### config.mk
export PLATFORM = sky130hd
export DESIGN_NAME = lora_uart_rx
export DESIGN_NICKNAME = d
export VERILOG_FILES = /design/src/rtl/lora_uart_rx.sv
export SDC_FILE = /design/constraint.sdc
export NUM_CORES = 1
export LEC_CHECK = 0
export CORE_MARGIN = 2
export CORE_UTILIZATION = 40
export DETAILED_ROUTE_END_ITERATION = 7
export GPL_ROUTABILITY_DRIVEN = 0
export PLACE_DENSITY_LB_ADDON = 0.1
export RECOVER_POWER = 50
export SETUP_SLACK_MARGIN = 0.15
export SLEW_MARGIN = 20
export SYNTH_ARGS = -nofsm -noshare
export SYNTH_HDL_FRONTEND = slang
export SYNTH_SLANG_ARGS = --single-unit
### constraint.sdc
create_clock -name clk -period 2.28 [get_ports clk]
set_clock_uncertainty 0.1 [all_clocks]
set_input_delay 0.456 -clock clk [delete_from_list [all_inputs] [get_ports clk]]
set_output_delay 0.456 -clock clk [all_outputs]
set_load 0.02 [all_outputs]
### src/rtl/lora_uart_rx.sv
// lora_uart_rx: 8N1 serial receiver for a LoRa module with start-glitch rejection and framing-error pulse.
module lora_uart_rx #(
  parameter int CLK_HZ = 50_000_000,
  parameter int BAUD   = 9600
) (
  input  logic       clk,
  input  logic       rst_n,
  input  logic       rxd,
  output logic [7:0] data_rx,
  output logic       rx_valid,
  output logic       rx_busy,
  output logic       nedge,
  output logic       frame_err
);
  localparam int BIT_CNT = CLK_HZ / BAUD;
  localparam int HALF    = BIT_CNT / 2;
  localparam logic [15:0] BIT_END  = 16'(BIT_CNT - 1);
  localparam logic [15:0] HALF_END = 16'(HALF - 1);
  typedef enum logic [1:0] {IDLE, START, DATA, STOP} state_t;
  state_t      state, state_nx;
  logic        rx_s1, rx_s2, rx_dly;
  logic [15:0] cnt;
  logic [2:0]  bit_idx;
  logic [7:0]  shift;
  logic        half_hit, bit_hit, data_tick, stop_tick;
  assign nedge     = rx_dly & ~rx_s2;
  assign rx_busy   = state != IDLE;
  assign half_hit  = cnt == HALF_END;
  assign bit_hit   = cnt == BIT_END;
  assign data_tick = state == DATA && bit_hit;
  assign stop_tick = state == STOP && bit_hit;
  always_comb begin
    state_nx = state;
    case (state)
      IDLE:  state_nx = nedge ? START : IDLE;
      START: state_nx = !half_hit ? START : (rx_s2 ? IDLE : DATA);
      DATA:  state_nx = data_tick && bit_idx == 3'd7 ? STOP : DATA;
      STOP:  state_nx = bit_hit ? IDLE : STOP;
    endcase
  end
  always_ff @(posedge clk or negedge rst_n) begin
    if (!rst_n) begin
      rx_s1     <= 1'b1;
      rx_s2     <= 1'b1;
      rx_dly    <= 1'b1;
      state     <= IDLE;
      cnt       <= '0;
      bit_idx   <= '0;
      shift     <= '0;
      data_rx   <= '0;
      rx_valid  <= 1'b0;
      frame_err <= 1'b0;
    end else begin
      rx_s1     <= rxd;
      rx_s2     <= rx_s1;
      rx_dly    <= rx_s2;
      state     <= state_nx;
      // Counter also wraps at each data-bit boundary so every bit gets a full period
      cnt       <= (state_nx != state || state == IDLE || data_tick) ? '0 : cnt + 16'd1;
      rx_valid  <= stop_tick && rx_s2;
      frame_err <= stop_tick && !rx_s2;
      if (data_tick) begin
        shift   <= {rx_s2, shift[7:1]};
        bit_idx <= bit_idx + 3'd1;
      end
      if (stop_tick && rx_s2) data_rx <= shift;
    end
  end
endmodule

==> results list <==
- Number of buffers added by the clock tree synthesis step: 5
* Setup violations, final: 0
- Summing over every cut layer, the via total after detailed routing is about 1300.
* Fraction of synthesized cell area taken by the top area cell type: about half
* Peak ir drop on the vdd network: between 300 and 400 uV
- The number of placed instances, taps included, is between 200 and 250.
* Worst setup path startpoint: cnt[0]
* Share of the clock period used by the worst path: about nine tenths
- At the pin with the least slew margin, the transition time is ~1000 ps.
- Sequential cells were found to cover a little over half of the synthesized design area.
- Yosys attributes the largest share of cell area to dfrtp_1 (49%), mux2_4 (6.9%), mux2_2 (5.1%).
* Total nets after synthesis: 161
- The critical path ends at shift[7].
* Fin nets: approximately 190
- Global routing consumed, on the met1 layer, about a fifth of the routing resources.
* Mean instance size in the synthesized netlist: about 13 um2
- Clk slew on worst S/H paths: around 80 ps
- Core area: 4720 um2
- Synth cell types: between 40 and 50
- The number of global-route vias before repair came to between 1000 and 1500.
* Count of final hold-check violations: 0
* Worst Path Max Fanout: 11
- The die is around 74 um wide.
* Clock tree from TritonCTS: yes
- The first global-routing pass estimated a little over 6000 um of wire.
- Root Driver: clkbuf_8
* Average wire per cell in the routed design: between 10 and 15 um
- After routing, the total negative slack on setup checks comes to 0 ps.
- The repair_antennas step left the layout with diodes totalling 0.
- Residual antenna-violating net count after detailed routing: 0
- Reg2Reg Capture Point: shift[7]
- The worst setup path is captured at a register.
- Cells fill between 40% and 50% of the core in the end.
- Post-detailed-placement half-perimeter wirelength: approximately 2300 um
- Cell type contributing the most total cell area after synthesis: dfrtp_1
- The die covers ~5500 um2.
- In this run the critical register-to-register path is launched from cnt[0].
- Aggregate global-route resource usage: around 14%
- Final std cells w/o fill: 247
- CTS built an H-tree with a depth of 2.
* IO Count: 15
* DR iter-0 viols: between 60 and 70
- Synth warn: 0
- In this run the tightest slew margin relative to its limit is a little under a third.
- Power spread over the standard cell area amounts to 645 nW/um2.
- In this run the static leakage power is just over 1 nW.
- Global routing consumed, on the met2 layer, between 20% and 30% of the routing resources.
- Clock buffer depth: 2
- Vertical extent of the die: ~74 um
* Run status: complete, no violations
- Worst setup slack after placement: 223 ps
- Global-route met3 utilization: under 10%
- The worst register-to-register path has a depth of 5.
* Register-to-register setup slack: ~230 ps
- STA puts the critical path data arrival time at about 2100 ps.
- STA classifies the critical path startpoint as a register.
* Synthesis-to-layout area growth: 16.9%
* Total power of the final layout: roughly 1.5 mW
- Hold-fix buffer count after cts: 0
* Number of enable flip-flop cells after synthesis: 0
- Predominant post-synthesis flop cell: dfrtp_1
* Total of flip-flops plus latches after synthesis: 42
* Commonest cells in the netlist: dfrtp_1 (39), a21oi_1 (11), mux2_2 (9), mux2_4 (9), nand3_1 (9)
- The first detailed-routing pass ran for 4 iterations.
- By instance count, the leading cell after synthesis is dfrtp_1.
- The final layout contains routed wiring with a total length of between 3000 and 4000 um.
* Site Rows: 25
- In the final layout, the share of cells above drive strength 1 is 27.2%.
* Unrepaired setup endpoints after global routing: yes
- Setup Crit Path Kind: register to register
- Post-synthesis instance area: approximately 2000 um2
- The cell count after synthesis came out at 155.
* Clock latency on the worst-skew pair: about 290 ps
- Across the run, the number of max-cap violations was 0.
- Antenna violations before repair: 0
- Setup slack closes at 231 ps.
* Port Buf Inserts: 14
- Most utilized layer in the global route result: met2
- Proportion of register bits with asynchronous set or reset after synthesis: 100%
- Tightest Hold Check Type: register to register
- The clock net in this run drives a total of 42 sinks.
* Fin. max-slew vios: 0
- After global routing the overflow that remains totals 0.
- Fmax: 488 MHz
- DRC Markers: 0
* Largest net degree at the start of global routing: 43
- The clock period could shrink to slightly above 2000 ps.
* WP data required: between 2000 and 2500 ps
- For this configuration, the core starts out at a cell density of 41.7%.
- After detailed routing, the number of vias per cell comes to between 5 and 6.
## how the worst min path moves through the flow
| stage | startpoint | end | cells past startpoint |
|---|---|---|---|
| 6_report | rx_s1 | rx_s2 | 0 |
| 5_1_grt | rx_s1 | rx_s2 | 0 |
| 4_1_cts | rst_n | rx_valid | 2 |
| 3_5_place_dp | rx_s1 | rx_s2 | 0 |
| 3_3_place_gp | rx_s1 | rx_s2 | 0 |
| 2_1_floorplan | rst_n | bit_idx[0] | 0 |
## state kept, by name, indices dropped and copies added (netlist names)
name / count
frame_err: 1
data_rx: 8
rx_s2: 1
bit_idx: 3
rx_valid: 1
cnt: 16
rx_dly: 1
rx_s1: 1
state: 2
shift: 8
## what timing repair did
item / in CTS / in global routing
setup buffers: 0 / 4
pin swaps: 0 / 2
endpoints found under the setup margin: 2 / 13
resized for setup: 2 / 3
## worst max-delay path, stage by stage (launching register included)
cell	delay (ps)
dfrtp_1	390
ha_1	240
nand4bb_1	170
nor4_4	310
and3_4	370
mux2_2	360
## placed cells by master (no fill, tap or decap), types with 2 or more instances in the layout
| master | count |
|---|---|
| ha_1 | 3 |
| buf_4 | 11 |
| nand2_1 | 6 |
| a22oi_1 | 4 |
| clkbuf_8 | 5 |
| and3_2 | 2 |
| clkdlybuf4s50_1 | 10 |
| mux2_4 | 9 |
| o21ai_0 | 2 |
| dfstp_2 | 2 |
| nand3_1 | 9 |
| nor4b_1 | 2 |
| nor2_1 | 2 |
| nor3_1 | 2 |
| inv_1 | 3 |
| xor2_1 | 6 |
| or3_1 | 2 |
| a21oi_1 | 11 |
| nor2b_1 | 2 |
| nand4_1 | 3 |
| dfrtp_1 | 38 |
| mux2_2 | 9 |
| xnor2_1 | 5 |
| clkinv_2 | 2 |
| nand4bb_1 | 3 |
## kinds of logic (layout without fill, tap and decap cells)
kind of cell / Yosys count / after routing / synth area share [%]
AND/OR/NAND/NOR: 44 / 44 / 16.0
buffers and inverters: 12 / 37 / 3.55
multiplexers: 19 / 19 / 12.5
flip-flops: 42 / 42 / 53.5
AO/OA/AOI/OAI: 24 / 24 / 7.68
XOR/XNOR: 11 / 11 / 4.89
adder cells (fa/ha/maj): 3 / 3 / 1.90
## per-stage QoR
| stage | instance area, um2 | hold WS [ps] |
|---|---|---|
| floorplan | 1970 | 60.4 |
| global placement | 2190 | 248 |
| detailed placement | 2190 | 252 |
| CTS | 2270 | 137 |
| global route | 2300 | 271 |
| finish | 2300 | 267 |
## report_power, final
| part | switching [mW] | leakage [nW] | internal (mW) |
|---|---|---|---|
| Clock | 0.251 | 0.0450 | 0.212 |
| Sequential | 0.0644 | 0.564 | 0.794 |
| Combinational | 0.0927 | 0.416 | 0.0713 |
| Total | 0.408 | 1.02 | 1.08 |
## routing by layer
metal  up-vias  share of wire, %
li1        613                 -
met1       638                50
met2        25                44
met3         7               4.5
met4         0               1.5
met5         -                 0
## area by class of cell
class | instances | area, um2
Clock buffer | 6 | 72.6
Clock inverter | 2 | 10.0
Timing Repair Buffer | 26 | 224
Fill cell | 429 | 2420
Multi-Input combinational cell | 101 | 847
Tap cell | 67 | 83.8
Inverter | 3 | 11.3
Sequential cell | 42 | 1060
(Power assumes the default switching activity.)
